## src/rtl/fetcher.sv

```systemverilog
// Instruction fetch unit with a one-entry instruction buffer, bounded memory wait and a sticky
// timeout flag. Warp phases and fetcher states use the encodings given by the localparams below.
module fetcher #(
  parameter int unsigned ADDR_WIDTH     = 32,
  parameter int unsigned TIMEOUT_CYCLES = 255
) (
  input  logic                  i_clk,
  input  logic                  i_reset,
  input  logic [2:0]            i_warp_state,
  input  logic [ADDR_WIDTH-1:0] i_pc,
  input  logic                  i_flush,
  output logic                  o_mem_read_valid,
  output logic [ADDR_WIDTH-1:0] o_mem_read_address,
  input  logic                  i_mem_read_ready,
  input  logic [31:0]           i_mem_read_data,
  output logic [31:0]           o_instruction,
  output logic [1:0]            o_fetcher_state,
  output logic                  o_fetch_error
);

  localparam logic [2:0] WARP_FETCH  = 3'd1;
  localparam logic [2:0] WARP_DECODE = 3'd2;
  localparam logic [2:0] OPCODE_HALT = 3'b111;

  localparam int unsigned CntW = (TIMEOUT_CYCLES < 1) ? 1 : $clog2(TIMEOUT_CYCLES + 1);
  localparam logic [CntW-1:0] CntLast = CntW'(TIMEOUT_CYCLES);

  typedef enum logic [1:0] {
    FetcherIdle     = 2'd0,
    FetcherFetching = 2'd1,
    FetcherDone     = 2'd2
  } fetcher_state_e;

  fetcher_state_e        r_state, w_state_d;
  logic                  r_valid, w_valid_d;
  logic [ADDR_WIDTH-1:0] r_addr, w_addr_d;
  logic [31:0]           r_instr, w_instr_d;
  logic                  r_err, w_err_d;
  logic                  r_buf_valid, w_buf_valid_d;
  logic [ADDR_WIDTH-1:0] r_buf_pc, w_buf_pc_d;
  logic [31:0]           r_buf_instr, w_buf_instr_d;
  logic [CntW-1:0]       r_cnt, w_cnt_d;

  logic            w_fetch_req;
  logic            w_hit;
  logic [CntW-1:0] w_cnt_inc;
  logic            w_timeout;

  assign w_fetch_req = (i_warp_state == WARP_FETCH);
  assign w_hit       = r_buf_valid && (r_buf_pc == i_pc) && !i_flush;
  assign w_cnt_inc   = r_cnt + 1'b1;
  // Ready arriving on the final wait cycle takes priority over the abort.
  assign w_timeout   = (r_state == FetcherFetching) && !i_mem_read_ready && (w_cnt_inc == CntLast);

  always_ff @(posedge i_clk) begin
    if (!i_reset) begin
      r_state     <= FetcherIdle;
      r_valid     <= 1'b0;
      r_addr      <= '0;
      r_instr     <= '0;
      r_err       <= 1'b0;
      r_buf_valid <= 1'b0;
      r_buf_pc    <= '0;
      r_buf_instr <= '0;
      r_cnt       <= '0;
    end else begin
      r_state     <= w_state_d;
      r_valid     <= w_valid_d;
      r_addr      <= w_addr_d;
      r_instr     <= w_instr_d;
      r_err       <= w_err_d;
      r_buf_valid <= w_buf_valid_d;
      r_buf_pc    <= w_buf_pc_d;
      r_buf_instr <= w_buf_instr_d;
      r_cnt       <= w_cnt_d;
    end
  end

  always_comb begin
    w_state_d = r_state;
    unique case (r_state)
      FetcherIdle:     if (w_fetch_req) w_state_d = w_hit ? FetcherDone : FetcherFetching;
      FetcherFetching: if (i_mem_read_ready || w_timeout) w_state_d = FetcherDone;
      FetcherDone:     if (i_warp_state == WARP_DECODE) w_state_d = FetcherIdle;
      default:         w_state_d = FetcherIdle;
    endcase
  end

  always_comb begin
    w_valid_d     = r_valid;
    w_addr_d      = r_addr;
    w_instr_d     = r_instr;
    w_err_d       = r_err;
    w_buf_valid_d = r_buf_valid && !i_flush;
    w_buf_pc_d    = r_buf_pc;
    w_buf_instr_d = r_buf_instr;
    w_cnt_d       = r_cnt;
    unique case (r_state)
      FetcherIdle: begin
        if (w_fetch_req) begin
          if (w_hit) begin
            w_instr_d = r_buf_instr;
          end else begin
            w_valid_d = 1'b1;
            w_addr_d  = i_pc;
            w_cnt_d   = '0;
          end
        end
      end
      FetcherFetching: begin
        if (i_mem_read_ready) begin
          w_valid_d     = 1'b0;
          w_instr_d     = i_mem_read_data;
          w_buf_pc_d    = r_addr;
          w_buf_instr_d = i_mem_read_data;
          w_buf_valid_d = !i_flush;
        end else begin
          w_cnt_d = w_cnt_inc;
          if (w_timeout) begin
            w_valid_d = 1'b0;
            w_instr_d = {OPCODE_HALT, 29'b0};
            w_err_d   = 1'b1;
          end
        end
      end
      default: ;
    endcase
  end

  assign o_mem_read_valid   = r_valid;
  assign o_mem_read_address = r_addr;
  assign o_instruction      = r_instr;
  assign o_fetcher_state    = r_state;
  assign o_fetch_error      = r_err;

endmodule

```

## config.mk

```make
export PLATFORM = sky130hd
export DESIGN_NAME = fetcher
export DESIGN_NICKNAME = d
export VERILOG_FILES = /design/src/rtl/fetcher.sv
export SDC_FILE = /design/constraint.sdc
export NUM_CORES = 1
export LEC_CHECK = 0
export ABC_AREA = 1
export CORE_MARGIN = 5
export CORE_UTILIZATION = 30
export CTS_BUF_LIST = sky130_fd_sc_hd__clkbuf_4
export DETAILED_ROUTE_END_ITERATION = 7
export SETUP_SLACK_MARGIN = 0.5
export SLEW_MARGIN = 10
export SYNTH_ARGS = -nofsm -noshare
export SYNTH_HDL_FRONTEND = slang
export SYNTH_SLANG_ARGS = --single-unit
```

## constraint.sdc

```tcl
create_clock -name i_clk -period 1.9 [get_ports i_clk]
set_input_delay 0.19 -clock i_clk [delete_from_list [all_inputs] [get_ports i_clk]]
set_output_delay 0.19 -clock i_clk [all_outputs]
set_load 0.1 [all_outputs]
```

==> results summary <==
The run finished, with violations left. The final reports fail on negative setup slack. The detail-routed via count per cell came out at 4.802. The detailed-route wire length is 19,690 um. The worst reg2reg path depth came out at 15.

The actual slew at the worst max-slew pin is 418.0 ps. The number of buffers and inverters on the critical path came out at 2. For the final database, setup skew stands at 26.34 ps. The number of buffers inserted by port buffering is 138. The fraction of layout cells with a size suffix above 1 came out at 0.2393. The clock tree synthesis step divided the H-tree into 4 levels. The tightest slew margin relative to the limit is 0.7214. The number of global-route vias before repair is 6,167. The part of the Yosys area used for sequential elements is 0.4459.

The static leakage power came out at 3.426 nW. The count of flip-flops with a built-in enable after synthesis is 0. The leading register cell type out of synthesis is sky130_fd_sc_hd__dfxtp_1. The CTS tree is yes. Across every metal layer, demand over resource in global routing totals 0.1588. The worst min-delay path class is in2reg. Across all setup checks in the final design, the least slack found is -47.21 ps. The synthesis-to-finish area growth is 45.60%. The data arrival at the endpoint of the critical path is 2390 ps.

At the end of the flow, the number of nets in the layout was 1,109. The number of pins exceeding their max-slew limit in the final report is 0. The first-pass detailed-route iteration total is 5. The post-synthesis instance area is 0.006330 sq mm. The number of nets handed over by synthesis was 961. In the final routed layout, each cell accounts on average for 14.86 um. Data on the critical path is required at its endpoint by 2340 ps. The total setup violations reported at the end of the flow came out at 33.

The region available for standard cell placement spans 0.02089 sq mm. The number of max-cap violations came out at 0. The portion of the clock cycle consumed by the worst path in the final layout came out at 1.025.

Following the worst setup path forward leads to its endpoint at o_instruction[29]. The finished layout cell area came out at 0.009216 sq mm. The worst register-to-register path ends at o_instruction[29]. The final total negative setup slack came out at -740.8 ps.

The detailed placer's ending HPWL is 12,360 um. The cell sitting at the root of the clock tree is a sky130_fd_sc_hd__clkbuf_4. Setup repair after global routing could not meet its margin everywhere. Across all layers, the routed design uses 6,363 vias. The die footprint is 0.02410 sq mm. The initial core utilization is 0.3030. The critical path is of the reg2reg type. For this run, the number of Yosys warnings is 0. Leaving out fill and tap cells, the most frequent cell in the layout is sky130_fd_sc_hd__nand2_1. In this run the worst setup path begins at r_cnt[0]. The distinct cell type count after synthesis is 30. The clock-pin slew reported for the worst setup and hold paths after clock tree synthesis is 140 ps. The register-to-register path setup slack came out at -50 ps. The first global-routing pass estimated 31,330 um of wire. From bottom edge to top edge, the die measures 155.3 um. The TritonCTS buffer count came out at 17. Once detail routing completed, the nets flagged for antenna violations numbered 0. Counting flops with an async set or reset pin after synthesis yields a share of 0. The total number of placement rows is 53.

The worst path in the final design needs a cycle of 1947 ps, including I/O delays and setup. The critical path goes through ha_4, nand2_1, nand2_2, nor2_2, nand3_1, nor2_1, nand2_1, nand2_2, nand2_2, nor2_4, buf_12, buf_12, nand3_2, nand2_1, nor2_1. In this design, the largest share of critical-path delay is due to simple AND/OR/NAND/NOR gates.

The worst hold slack came out at 113.8 ps. The placement-stage cell area is 0.008049 sq mm. STA classifies the critical path startpoint as a flip-flop.

In this run the critical register-to-register path is launched from r_cnt[0]. The worst-case IR drop observed on VDD is 308.5 uV. The number of cells produced by synthesis came out at 888. The initial detailed-routing violation count is 351. The routability-driven placement congestion ratio came out at 0.7908. Counting the fill cells in the layout gives 2,141. The peak clock frequency supported by timing came out at 0.5136 GHz. In the layout the commonest cells are sky130_fd_sc_hd__nand2_1, sky130_fd_sc_hd__a21oi_1, sky130_fd_sc_hd__dfxtp_1. The maximum cell stage delay along the critical path came out at 390 ps. The number of antenna violations at the first check in global routing was 1. The critical path crosses 15 cells after its start point. The number of buffers on the longest clock path came out at 2. The largest individual stage delay along the critical path comes from the cell sky130_fd_sc_hd__dfxtp_4.

The overflow left after global routing came out at 0. The synthesized area per cell came out at 7.128 sq um. For this run, design rule violations remaining after detail routing come to 0. The category of the worst setup path capture point is a flip-flop. The post-placement setup slack is -399.4 ps.

The number of sinks driven by the clock tree came out at 141. Clock latency on the worst-skew pair, taken at its later pin, is 550 ps. The number of placed I/O pins is 139. The maximum number of pins on one net before global-route repair came out at 81. The total power draw came out at 6.077 mW. Synthesis inferred 141 register bits.

The total power density per cell area came out at 659.4 mW/mm^2. The final count of hold timing violations came to 0. The worst hold path startpoint is i_reset.

The horizontal die dimension came out at 155.3 um. The peak fanout along the critical path is 6.
-- routing by layer --
metal  up-vias  track usage  wire length, um
met4         0      0.04585              295
li1       3233            -                -
met5         -            0                0
met3        17      0.03588              909
met1      2955       0.2095             8940
met2       158       0.2611             9540
-- stage by stage --
step | utilization | instances
after floorplan | - | 888
after global placement | 0.3853 | 1278
after detailed placement | 0.3853 | 1278
after CTS | 0.4168 | 1318
after global routing | 0.4412 | 1325
final | 0.4412 | 1325
-- Yosys cell counts (all sizes together) (2+ instances only) --
master | n | area share
nor3 | 2 | 0.0024
a211oi | 4 | 0.0047
nand4 | 35 | 0.035
o21ai | 28 | 0.022
inv | 67 | 0.040
nor2 | 66 | 0.042
clkbuf | 38 | 0.023
a21oi | 141 | 0.12
xnor2 | 7 | 0.0097
dfxtp | 141 | 0.45
ha | 2 | 0.0040
a22oi | 29 | 0.034
nand2 | 246 | 0.15
xor2 | 2 | 0.0028
nand3 | 53 | 0.042
buf | 23 | 0.025
-- cell type report --
class / count / area, sq um / area share
multi-input combinational: 618 / 3176 / 0.3446
sequential: 141 / 2877 / 0.3121
timing repair buffer: 190 / 2302 / 0.2498
tap: 275 / 344.1 / 0.03733
inverter: 68 / 260.3 / 0.02824
clock buffer: 18 / 135.1 / 0.01466
clock inverter: 14 / 120.1 / 0.01303
antenna: 1 / 2.502 / 0.0002715
-- how the worst min path moves through the flow --
stage / depth (start not counted) / to / slack (ps)
floorplan: 1 / r_buf_valid / 260
global placement: 2 / r_buf_instr[9] / 450
detailed placement: 2 / r_buf_instr[9] / 460
CTS: 4 / o_instruction[30] / 70
global route: 4 / o_instruction[11] / 90
finish: 4 / o_instruction[17] / 110
-- registers in the layout, indices dropped and copies added (netlist names) --
signal and count:
o_fetcher_state 2, r_buf_valid 1, r_cnt 8, o_instruction 32
r_buf_pc 32, r_buf_instr 32, o_mem_read_valid 1, o_fetch_error 1
o_mem_read_address 32
-- report_power, final --
| group | switching, mW | internal, mW |
|---|---|---|
| sequential | 0.0605 | 3.02 |
| combinational | 0.696 | 0.469 |
| clock | 1.17 | 0.659 |
-- worst register-to-register path, delay by kind of cell (launching register included) --
family / cells / cell delay, ps
simple gates: 12 / 1010
buf+inv: 2 / 290
flops: 1 / 390
fa+ha+maj: 1 / 180
-- repair_timing --
action / in CTS / in global routing
hold buffers: 0 / 0
gates resized for setup: 86 / 97
pin swaps: 9 / 11
endpoints found under the hold margin: 0 / 0
buffers inserted: 6 / 1
endpoints found under the setup margin: 144 / 170
gates cloned: 2 / 5
-- logic make-up after synthesis --
family	count (synthesis)	synth area share
AOI/OAI and AO/OA	204	0.1809
xor gates and xnor gates	9	0.01245
adders and majority gates	2	0.003953
buffers and inverters	129	0.08796
DFF	141	0.4459
and+or+nand+nor	403	0.2688
Power figures use the tool's default switching activity.
